<file path="src/rtl/gcd_engine.sv">
// Iterative binary (Stein) GCD engine: one reduction step per clock, optional
// constant-time padding to 2*WIDTH iterations, illegal opcodes complete at once.
module gcd_engine #(
  parameter int WIDTH = 32
) (
  input  logic             CLK,
  input  logic             RESETn,
  input  logic             START_PULSE,
  input  logic [2:0]       OPCODE,
  input  logic             CONSTANT_TIME,
  input  logic [WIDTH-1:0] OPERAND_A,
  input  logic [WIDTH-1:0] OPERAND_B,
  output logic [WIDTH-1:0] RESULT,
  output logic [11:0]      CYCLE_COUNT,
  output logic             DONE_PULSE,
  output logic             BUSY,
  output logic             ERROR
);

  localparam int              KW       = $clog2(WIDTH + 1);
  localparam logic [11:0]     ITER_MAX = 12'(2 * WIDTH);
  localparam logic [KW-1:0]   K_ONE    = KW'(1);
  localparam logic [WIDTH-1:0] W_ZERO  = {WIDTH{1'b0}};
  localparam logic [WIDTH-1:0] W_ONE   = {{(WIDTH-1){1'b0}}, 1'b1};

  typedef enum logic {
    S_IDLE = 1'b0,
    S_RUN  = 1'b1
  } state_t;

  state_t           state_q, state_d;
  logic [WIDTH-1:0] a_q, a_d;
  logic [WIDTH-1:0] b_q, b_d;
  logic [KW-1:0]    k_q, k_d;
  logic [11:0]      iter_q, iter_d;
  logic             coprime_q, coprime_d;
  logic             ct_q, ct_d;
  logic [WIDTH-1:0] result_q, result_d;
  logic [11:0]      cycle_count_q, cycle_count_d;
  logic             done_q, done_d;
  logic             busy_q, busy_d;
  logic             error_q, error_d;

  logic             term_s;
  logic [WIDTH-1:0] gcd_s;
  logic [WIDTH-1:0] a_diff_s;
  logic [WIDTH-1:0] b_diff_s;

  // Next-state, datapath step and completion logic.
  always_comb begin
    state_d       = state_q;
    a_d           = a_q;
    b_d           = b_q;
    k_d           = k_q;
    iter_d        = iter_q;
    coprime_d     = coprime_q;
    ct_d          = ct_q;
    result_d      = result_q;
    cycle_count_d = cycle_count_q;
    done_d        = 1'b0;
    error_d       = error_q;

    term_s   = (a_q == W_ZERO) || (b_q == W_ZERO);
    gcd_s    = (a_q | b_q) << k_q;
    // Only the larger-minus-smaller difference is ever selected, so no underflow.
    a_diff_s = a_q - b_q;
    b_diff_s = b_q - a_q;

    case (state_q)
      S_IDLE: begin
        if (START_PULSE) begin
          a_d       = OPERAND_A;
          b_d       = OPERAND_B;
          k_d       = {KW{1'b0}};
          iter_d    = 12'd0;
          coprime_d = (OPCODE == 3'b001);
          ct_d      = CONSTANT_TIME;
          error_d   = 1'b0;
          if (OPCODE > 3'b001) begin
            result_d      = W_ZERO;
            cycle_count_d = 12'd0;
            done_d        = 1'b1;
            error_d       = 1'b1;
          end else begin
            state_d = S_RUN;
          end
        end else begin
          state_d = S_IDLE;
        end
      end
      S_RUN: begin
        if (term_s && (!ct_q || (iter_q == ITER_MAX))) begin
          result_d      = coprime_q ? ((gcd_s == W_ONE) ? W_ONE : W_ZERO) : gcd_s;
          cycle_count_d = iter_q;
          done_d        = 1'b1;
          state_d       = S_IDLE;
        end else begin
          // Padding cycles (term already true) only advance iter.
          if (!term_s) begin
            if (!a_q[0] && !b_q[0]) begin
              a_d = a_q >> 1;
              b_d = b_q >> 1;
              k_d = k_q + K_ONE;
            end else if (!a_q[0]) begin
              a_d = a_q >> 1;
            end else if (!b_q[0]) begin
              b_d = b_q >> 1;
            end else if (a_q >= b_q) begin
              a_d = a_diff_s >> 1;
            end else begin
              b_d = b_diff_s >> 1;
            end
          end else begin
            a_d = a_q;
          end
          iter_d = iter_q + 12'd1;
        end
      end
      default: begin
        state_d = S_IDLE;
      end
    endcase

    busy_d = (state_d == S_RUN);
  end

  // State and output registers.
  always_ff @(posedge CLK or negedge RESETn) begin
    if (!RESETn) begin
      state_q       <= S_IDLE;
      a_q           <= {WIDTH{1'b0}};
      b_q           <= {WIDTH{1'b0}};
      k_q           <= {KW{1'b0}};
      iter_q        <= 12'd0;
      coprime_q     <= 1'b0;
      ct_q          <= 1'b0;
      result_q      <= {WIDTH{1'b0}};
      cycle_count_q <= 12'd0;
      done_q        <= 1'b0;
      busy_q        <= 1'b0;
      error_q       <= 1'b0;
    end else begin
      state_q       <= state_d;
      a_q           <= a_d;
      b_q           <= b_d;
      k_q           <= k_d;
      iter_q        <= iter_d;
      coprime_q     <= coprime_d;
      ct_q          <= ct_d;
      result_q      <= result_d;
      cycle_count_q <= cycle_count_d;
      done_q        <= done_d;
      busy_q        <= busy_d;
      error_q       <= error_d;
    end
  end

  assign RESULT      = result_q;
  assign CYCLE_COUNT = cycle_count_q;
  assign DONE_PULSE  = done_q;
  assign BUSY        = busy_q;
  assign ERROR       = error_q;

endmodule

</file>
<file path="config.mk">
export PLATFORM = sky130hd
export DESIGN_NAME = gcd_engine
export DESIGN_NICKNAME = d
export VERILOG_FILES = /design/src/rtl/gcd_engine.sv
export SDC_FILE = /design/constraint.sdc
export NUM_CORES = 1
export LEC_CHECK = 0
export CORE_ASPECT_RATIO = 0.75
export CORE_MARGIN = 1.5
export CORE_UTILIZATION = 60
export CTS_CLUSTER_DIAMETER = 150
export DETAILED_ROUTE_END_ITERATION = 10
export HOLD_SLACK_MARGIN = 0.05
export PLACE_DENSITY = 0.83
export SYNTH_ARGS = -nofsm -noshare
export SYNTH_HDL_FRONTEND = slang
export SYNTH_SLANG_ARGS = --single-unit
</file>
<file path="constraint.sdc">
create_clock -name CLK -period 9.1 [get_ports CLK]
set_input_delay 2.73 -clock CLK [delete_from_list [all_inputs] [get_ports CLK]]
set_output_delay 2.73 -clock CLK [all_outputs]
set_load 0.01 [all_outputs]
</file>
==> results of run 1 <==
-- final cells by class --
| class | instances | share of cell area (%) |
|---|---|---|
| Clock inverter | 15 | 1.16 |
| Timing Repair Buffer | 132 | 9.49 |
| Multi-Input combinational cell | 1063 | 56.7 |
| Clock buffer | 17 | 3.14 |
| Tap cell | 253 | 2.34 |
| Sequential cell | 131 | 24.2 |
| Inverter | 107 | 2.97 |
-- cells by family after synthesis --
kind of cell	share of synthesized area (%)
multiplexers	6.64
AO/OA/AOI/OAI	27.1
buffers and inverters	8.09
XOR/XNOR	4.49
adder cells (fa/ha/maj)	10.8
AND/OR/NAND/NOR	15.3
flip-flops	27.6
-- sequential cells by signal, indices dropped and copies added (netlist names) --
register / cells
ERROR: 1
ct_q: 1
CYCLE_COUNT: 12
BUSY: 1
b_q: 32
coprime_q: 1
a_q: 32
RESULT: 32
DONE_PULSE: 1
k_q: 6
iter_q: 12
-- worst reg2reg max path, delay by kind of cell (launching register included) --
family,cells,cell delay [ps]
AO/OA/AOI/OAI,8,2280
AND/OR/NAND/NOR,1,820
adder cells (fa/ha/maj),2,690
flip-flops,1,610
buffers and inverters,2,450
-- synthesized netlist by cell type, types with 19 or more instances --
master    number
dfrtp_1      131
nor2_1       118
o21ai_0      107
nand2_1      105
inv_1        100
ha_1          99
a21oi_1       92
clkbuf_1      54
xnor2_1       53
o221ai_1      36
o211ai_1      30
a22o_1        28
nor4_1        27
mux2i_1       26
nor3_1        25
nand3_1       24
a221oi_1      20
o21ai_1       19
o31ai_1       19
-- through the flow --
stage                     util, %  cell area [µm²]  hold slack, ps  instances  setup slack (ps)
after floorplan                 -            11900             446       1400              4920
after global placement       66.9            13000             465       1686              4040
after detailed placement     66.9            13000             476       1686              3970
after CTS                    69.9            13500             490       1718              4330
after global routing         69.9            13500             514       1718              3990
final                        69.9            13500             484       1718              4160
-- layer usage --
layer / vias up / share of wire, % / routed length, µm / GRT usage [%]
li1: 5235 / - / - / -
met3: 94 / 13 / 5350 / 13.0
met5: - / 0 / 0 / 0
met1: 5562 / 44 / 17600 / 59.7
met2: 711 / 40 / 16000 / 52.8
met4: 0 / 2.9 / 1150 / 12.0
-- final timing paths --
check | from | endpoint | slack, ps | cells past startpoint
min in group asynchronous | RESETn | a_q[10] | 2240 | 1
worst min-delay path | RESULT[10] | RESULT[10] | 480 | 2
worst min register to register | RESULT[10] | RESULT[10] | 480 | 2
worst max register to register | a_q[0] | a_q[29] | 4160 | 13
max in group asynchronous | RESETn | BUSY | 5400 | 2
worst max-delay path | a_q[0] | a_q[29] | 4160 | 13
==> results.tsv, run 1 <==
stage	metric	value	unit
synth	Main synth FF type	dfrtp_1	
setup_path	crit path kind	flip-flop to flip-flop	
drt	WL per Instance	23.4	µm
finish	area occupied by multi-input gates	7670	µm²
finish	Final nets	1624	
sta	RSZ-0062 raised after global routing	false	
global_routing	first-pass GRT wire length	62.7	mm
sta	setup_tns	0	ps
finish	Antenna Cells	0	
floorplan	die footprint	20700	µm²
clock_network	CTS resizes	0	
place	RePlAce Congestion	1.03	
drt	average vias per placed instance	6.75	
setup_path	Max stage delay on crit path	810	ps
synth	post-synth top area share	27.6	%
floorplan	IO Count	118	
synth	area of the mapped netlist	11900	µm²
drt	drt first-iter violations	1906	
sta	worst-margin pin slew	1290	ps
setup_path	worst path bufs/invs	2	
synth	register bit count reported by yosys	131	
place	Buffers on Ports	117	
clock_network	worst-skew pair later-pin latency	440	ps
finish	final-layout fill cell count	1553	
clock_network	setup bufs post-CTS	0	
synth	Post-synth EDFFs	0	
drt	first drt pass iteration count	8	
finish	share of cells above drive strength 1	8.53	%
synth	Yosys top cell by area	dfrtp_1	
sta	max frequency	203	MHz
setup_path	crit-path leading delay family	compound AO/OA/AOI/OAI gates	
clock_network	CTS H-tree lvls	4	
drt	total wire length	40.1	mm
synth	Mapped Avg Cell Area	8.49	µm²
sta	Tcrit/Tclk final	54.2	%
setup_path	cell mode on critical path	o21bai_2	
synth	Seq/Total Area, Yosys	27.6	%
finish	commonest non-fill, non-tap cell in the layout	dfrtp_1	
floorplan	core box area	19400	µm²
synth	synth unique cells	96	
setup_path	Crit-path slowest cell	nand3_2	
sta	# setup viols final	0	
run	MaxCap Viol Count	0	
setup_path	Arrival @ worst endpoint	5280	ps
finish	FF+latch area	3280	µm²
setup_path	CP Data Required Time	9450	ps
global_routing	gr usage total	39.6	%
finish	area grow syn2layout	13.9	%
drt	antenna-violating nets left	0	
setup_path	CP max FO	33	
floorplan	Starting Density	61.4	%
clock_network	total CTS buffers	17	
setup_path	startpoint types	flip-flop	
clock_network	TritonCTS Sinks	131	
clock_network	hold buffers post-CTS	0	
synth	Synth Instances	1400	
floorplan	Die Height	125	µm
min_path	Worst Hold Class	flip-flop to flip-flop	
global_routing	largest net degree at the start of global routing	97	
setup_path	critical path capture point type	flip-flop	
place	Final HPWL DP	29.8	mm
setup_path	crit-path cells	inv_1 -> ha_1 -> fa_1 -> o21bai_2 -> a21oi_4 -> o211ai_2 -> a221oi_4 -> o21bai_2 -> a2bb2oi_2 -> buf_4 -> nand3_2 -> o221a_2 -> o31ai_1	
clock_network	CTS tree	built	
synth	ys async rst share	100	%
drt	number of remaining DRC errors	0	
synth	syn nets	1572	
finish	most frequent cells in the layout	dfrtp_1 (129), nor2_1 (117), clkdlybuf4s50_1 (116)	
synth	YS warnings	0	
clock_network	Longest Clk Path Bufs	2	
floorplan	Std-Cell Rows	44	
global_routing	total grt overflow	0	
floorplan	Die W	166	µm
sta	clock skew	18.1	ps
synth	synth top area cells	dfrtp_1 (28%), ha_1 (10%), o21ai_0 (4.5%), xnor2_1 (3.9%), a21oi_1 (3.9%)	
sta	final hold violations	0	
drt	via count	11602	
clock_network	root buffer cell	clkbuf_16	
sta	post-layout min period	4940	ps
clock_network	Clock transition at path regs	70	ps
sta	Max Slew Vio Count	0	
global_routing	antenna violations before repair	0	
status	status	complete, no violations	
sta	relative slew slack	13.4	%
global_routing	vias in the first global route	10776	
Power of run 1 is left out: the tool's default activity adds up to more than one toggle a clock period on the data nets, which glitch-free logic cannot reach.
==> inputs of run 2 (changes only) <==
CORE_UTILIZATION = 59   (was 60)
PLACE_DENSITY = 0.82   (was 0.83)
clock period = 5 ns   (was 9.1 ns; I/O delays follow)
==> results.tsv, run 2 (same netlist as run 1, synthesis figures left out) <==
stage	metric	value	unit	change
status	status	complete, no violations		
setup_path	critical path depth	9		-4
setup_path	startpoint types	flip-flop		
place	Buffers on Ports	117		unchanged
finish	Final nets	1630		+0.37%
clock_network	CTS resizes	0		unchanged
global_routing	largest net degree at the start of global routing	91		-6.2%
sta	relative slew slack	14.6	%	+1.2 points
global_routing	gr usage total	39.1	%	-0.50 points
clock_network	setup bufs post-CTS	0		unchanged
place	post-placement cell count	1692		+0.36%
place	Final HPWL DP	30.9	mm	+3.8%
global_routing	first-pass GRT wire length	63.4	mm	+1.0%
sta	setup_tns	0	ps	unchanged
sta	clock skew	13.7	ps	-4.39 ps
setup_path	Crit-path slowest cell	nor4_1		
setup_path	CP Launch Point	a_q[16]		
place	RePlAce Congestion	1.02		-1.3%
global_routing	met2 Track Usage GR	53.8	%	+0.98 points
drt	drt first-iter violations	2029		+6.5%
min_path	hold depth	2		unchanged
floorplan	core box area	19500	µm²	+0.85%
sta	final hold violations	0		unchanged
clock_network	TritonCTS Sinks	131		unchanged
global_routing	grt met3 use	12.9	%	-0.10 points
setup_path	Reg2Reg Capture Point	RESULT[0]		
finish	most frequent cells in the layout	dfrtp_1 (129), nor2_1 (117), clkdlybuf4s50_1 (116)		
finish	commonest non-fill, non-tap cell in the layout	dfrtp_1		
clock_network	worst-skew pair later-pin latency	440	ps	about the same
setup_path	CP Data Required Time	5360	ps	-4090 ps
clock_network	Clock transition at path regs	70	ps	about the same
global_routing	gr busiest metal	met1		
min_path	Worst Hold Class	flip-flop to flip-flop		
sta	max frequency	233	MHz	+15%
sta	post-layout min period	4290	ps	-641 ps
drt	number of remaining DRC errors	0		unchanged
setup_path	CP max FO	8		-76%
sta	Final WS setup	705	ps	-3460 ps
setup_path	cell depth of the worst flop-to-flop path	9		-4
finish	Antenna Cells	0		unchanged
run	MaxCap Viol Count	0		unchanged
drt	antenna-violating nets left	0		unchanged
setup_path	Max stage delay on crit path	750	ps	-60 ps
sta	Max Slew Vio Count	0		unchanged
global_routing	antenna violations before repair	0		unchanged
sta	RSZ-0062 raised after global routing	false		
drt	WL per Instance	23.7	µm	+1.5%
setup_path	R2R Path Start	a_q[16]		
sta	# setup viols final	0		unchanged
setup_path	Arrival @ worst endpoint	4650	ps	-630 ps
drt	first drt pass iteration count	9		+1
floorplan	Std-Cell Rows	44		unchanged
floorplan	Die W	167	µm	+0.83%
floorplan	Starting Density	60.9	%	-0.52 points
global_routing	met1 Use GR	56.2	%	-3.6 points
global_routing	total grt overflow	0		unchanged
setup_path	cell mode on critical path	nand2_1		
drt	via count	11737		+1.2%
sta	worst-margin pin slew	1280	ps	-12.7 ps
floorplan	die footprint	21000	µm²	+1.7%
finish	FF+latch area	3280	µm²	unchanged
clock_network	CTS tree	built		
global_routing	vias in the first global route	10981		+1.9%
place	pre-CTS WS	887	ps	-3080 ps
setup_path	crit-path leading delay family	simple AND/OR/NAND/NOR gates		
finish	final std cells w/o fill	1724		+0.35%
setup_path	worst path bufs/invs	0		-2
finish	area grow syn2layout	14.4	%	
finish	area occupied by multi-input gates	7670	µm²	about the same
setup_path	crit path to	RESULT[0]		
setup_path	register-to-register setup slack	710	ps	-3460 ps
drt	average vias per placed instance	6.81		+0.81%
floorplan	Die Height	126	µm	+0.82%
clock_network	CTS H-tree lvls	4		unchanged
clock_network	total CTS buffers	17		unchanged
drt	total wire length	40.9	mm	+1.9%
setup_path	critical path capture point type	flip-flop		
clock_network	Longest Clk Path Bufs	2		unchanged
setup_path	crit-path cells	nor4_1 -> nand4_1 -> o22ai_1 -> nand2_1 -> nor3_1 -> nand2_1 -> nor2_1 -> a22oi_1 -> o21ai_1		
sta	Tcrit/Tclk final	85.9	%	+32 points
setup_path	crit path kind	flip-flop to flip-flop		
finish	share of cells above drive strength 1	8.84	%	+0.31 points
finish	final-layout fill cell count	1588		+2.3%
floorplan	IO Count	118		unchanged
clock_network	hold buffers post-CTS	0		unchanged
clock_network	root buffer cell	clkbuf_16		
## run 2: cell count changes in the layout (fill, tap and decap cells not counted)
cell	previous run	this run
inv_8	3	4
nand3_1	23	24
buf_12	0	1
buf_4	15	20
inv_6	7	6
nand3_2	1	0
## run 2: per-stage QoR
| step | area, µm² | utilization, % | hold WS [ps] |
|---|---|---|---|
| after floorplan | 11900 | - | 446 |
| after global placement | 13000 | 66.6 | 464 |
| after detailed placement | 13000 | 66.6 | 473 |
| after CTS | 13600 | 69.6 | 488 |
| after global routing | 13600 | 69.6 | 515 |
| final | 13600 | 69.6 | 485 |
## run 2: worst register-to-register path, cell delays in order (launching register included)
cell     delay (ps)
dfrtp_1         460
nor4_1          750
nand4_1         260
o22ai_1         500
nand2_1         320
nor3_1          720
nand2_1         280
nor2_1          640
a22oi_1         140
o21ai_1         140
## run 2: layout make-up
class	instances	share of cell area [%]
multi-input cells	1063	56.4
flip-flops and latches	131	24.1
repair buffers	138	9.87
clock buffers	17	3.13
inverters	107	2.95
well taps	253	2.33
clock inverters	15	1.18
## run 2: routing by layer
layer / vias up / wire [µm]
met3: 108 / 5520
met2: 785 / 16200
li1: 5242 / -
met4: 2 / 1410
met5: - / 119
met1: 5600 / 17600
## run 2: worst min-delay path by stage
| stage | end | from | slack [ps] |
|---|---|---|---|
| final | RESULT[11] | RESULT[11] | 480 |
| after floorplan | ct_q | ct_q | 450 |
| after global placement | ct_q | ct_q | 460 |
| after CTS | RESULT[22] | RESULT[22] | 490 |
| after global routing | RESULT[26] | RESULT[26] | 520 |
| after detailed placement | RESULT[22] | RESULT[22] | 470 |
Power of run 2 is left out for the same reason.
==> inputs of run 3 (changes only) <==
SKIP_LAST_GASP = 1   (was unset)
clock period = 4.46 ns   (was 5 ns; I/O delays follow)
==> results.tsv, run 3 (same netlist as run 1, synthesis figures left out) <==
stage	metric	value	unit	change
clock_network	CTS resizes	0		unchanged
floorplan	IO Count	118		unchanged
global_routing	vias in the first global route	10911		-0.64%
global_routing	first-pass GRT wire length	63.2	mm	-0.37%
min_path	Worst Hold Class	flip-flop to flip-flop		
place	Buffers on Ports	117		unchanged
drt	first drt pass iteration count	9		unchanged
drt	number of remaining DRC errors	0		unchanged
finish	Final nets	1642		+0.74%
floorplan	Starting Density	60.9	%	unchanged
setup_path	Reg2Reg Capture Point	b_q[20]		
sta	post-layout min period	4030	ps	-262 ps
setup_path	Arrival @ worst endpoint	4350	ps	-300 ps
floorplan	Std-Cell Rows	44		unchanged
finish	FF+latch area	3280	µm²	unchanged
finish	Antenna Cells	0		unchanged
clock_network	setup bufs post-CTS	0		unchanged
sta	Max Slew Vio Count	0		unchanged
floorplan	Die Height	126	µm	unchanged
global_routing	antenna violations before repair	0		unchanged
clock_network	CTS tree	built		
sta	setup_tns	0	ps	unchanged
global_routing	grt met3 use	14.4	%	+1.5 points
setup_path	R2R Path Start	a_q[0]		
drt	WL per Instance	23.6	µm	-0.56%
min_path	hold depth	2		unchanged
global_routing	total grt overflow	0		unchanged
setup_path	register-to-register setup slack	430	ps	-280 ps
clock_network	hold buffers post-CTS	0		unchanged
run	MaxCap Viol Count	0		unchanged
drt	drt first-iter violations	1795		-12%
sta	relative slew slack	24.3	%	+9.7 points
setup_path	CP Data Required Time	4780	ps	-580 ps
setup_path	CP max FO	10		+2
clock_network	Longest Clk Path Bufs	2		unchanged
finish	share of cells above drive strength 1	9.58	%	+0.74 points
floorplan	die footprint	21000	µm²	unchanged
global_routing	met1 Use GR	56.8	%	+0.60 points
setup_path	cell depth of the worst flop-to-flop path	14		+5
global_routing	met2 Track Usage GR	52.7	%	-1.1 points
sta	RSZ-0062 raised after global routing	false		
drt	via count	11798		+0.52%
sta	# setup viols final	0		unchanged
setup_path	critical path capture point type	flip-flop		
clock_network	CTS H-tree lvls	4		unchanged
status	status	complete, no violations		
finish	commonest non-fill, non-tap cell in the layout	dfrtp_1		
sta	max frequency	248	MHz	+6.5%
sta	Tcrit/Tclk final	90.4	%	+4.5 points
drt	total wire length	40.9	mm	+0.13%
finish	most frequent cells in the layout	dfrtp_1 (129), nor2_1 (117), clkdlybuf4s50_1 (116)		
clock_network	root buffer cell	clkbuf_16		
setup_path	Crit-path slowest cell	dfrtp_1		
finish	area occupied by multi-input gates	7670	µm²	unchanged
clock_network	TritonCTS Sinks	131		unchanged
min_path	hold path startpoint	RESULT[26]		
clock_network	Clock transition at path regs	70	ps	about the same
min_path	Worst Hold Path EP	RESULT[26]		
sta	worst-margin pin slew	1140	ps	-146 ps
sta	clock skew	25.5	ps	+11.8 ps
place	Final HPWL DP	31.0	mm	+0.43%
global_routing	gr busiest metal	met1		
setup_path	crit-path cells	inv_1 -> ha_1 -> fa_1 -> o21bai_2 -> a21oi_4 -> o211ai_2 -> a221oi_4 -> o21bai_2 -> a2bb2oi_2 -> buf_4 -> nor2_2 -> buf_4 -> a221oi_1 -> o22ai_1		
drt	average vias per placed instance	6.80		-0.18%
setup_path	crit path kind	flip-flop to flip-flop		
setup_path	Max stage delay on crit path	550	ps	-200 ps
floorplan	Die W	167	µm	unchanged
place	RePlAce Congestion	1.04		+2.6%
finish	final-layout fill cell count	1603		+0.94%
sta	final hold violations	0		unchanged
floorplan	core box area	19500	µm²	unchanged
setup_path	startpoint types	flip-flop		
global_routing	gr usage total	39.1	%	+0.051 points
finish	area grow syn2layout	15.0	%	
clock_network	worst-skew pair later-pin latency	460	ps	+20 ps
global_routing	largest net degree at the start of global routing	96		+5.5%
clock_network	total CTS buffers	17		unchanged
drt	antenna-violating nets left	0		unchanged
## run 3: cell types whose count changed in the layout (fill, tap and decap cells not counted)
cell	delta
inv_6	+1
buf_12	+1
bufinv_16	-1
buf_4	+11
## run 3: critical path: cells and delay by family, from the launching register on
family | cells | cell delay (ps)
AOI/OAI and AO/OA | 8 | 1920
adders and majority gates | 2 | 670
buffers and inverters | 3 | 640
DFF | 1 | 550
and+or+nand+nor | 1 | 110
## run 3: final cells by class
| class | count | area share, % |
|---|---|---|
| Multi-Input combinational cell | 1063 | 56.1 |
| Inverter | 107 | 2.94 |
| Clock buffer | 17 | 3.11 |
| Clock inverter | 15 | 1.02 |
| Tap cell | 253 | 2.31 |
| Sequential cell | 131 | 24.0 |
| Timing Repair Buffer | 150 | 10.6 |
## run 3: per-stage QoR
step / cell area, µm² / std cells / setup WS [ps] / utilization (%) / hold WS [ps]
floorplan: 11900 / 1400 / 1260 / - / 446
global placement: 13100 / 1704 / 565 / 67.1 / 460
detailed placement: 13100 / 1704 / 529 / 67.1 / 474
CTS: 13700 / 1736 / 496 / 70.0 / 490
global route: 13700 / 1736 / 270 / 70.0 / 512
finish: 13700 / 1736 / 427 / 70.0 / 487
## run 3: routing by layer
layer | wire length [µm] | vias to the layer above
li1 | - | 5270
met1 | 17600 | 5601
met2 | 16000 | 812
met3 | 5890 | 115
met4 | 1450 | 0
met5 | 0 | -
## run 3: worst max-delay path by stage
stage	from	to	cells after the start
after floorplan	a_q[0]	a_q[26]	15
after global placement	a_q[0]	b_q[12]	14
after detailed placement	a_q[0]	b_q[20]	14
after CTS	a_q[0]	b_q[12]	14
after global routing	a_q[0]	b_q[12]	14
final	a_q[0]	b_q[20]	14
Power of run 3 is left out for the same reason.
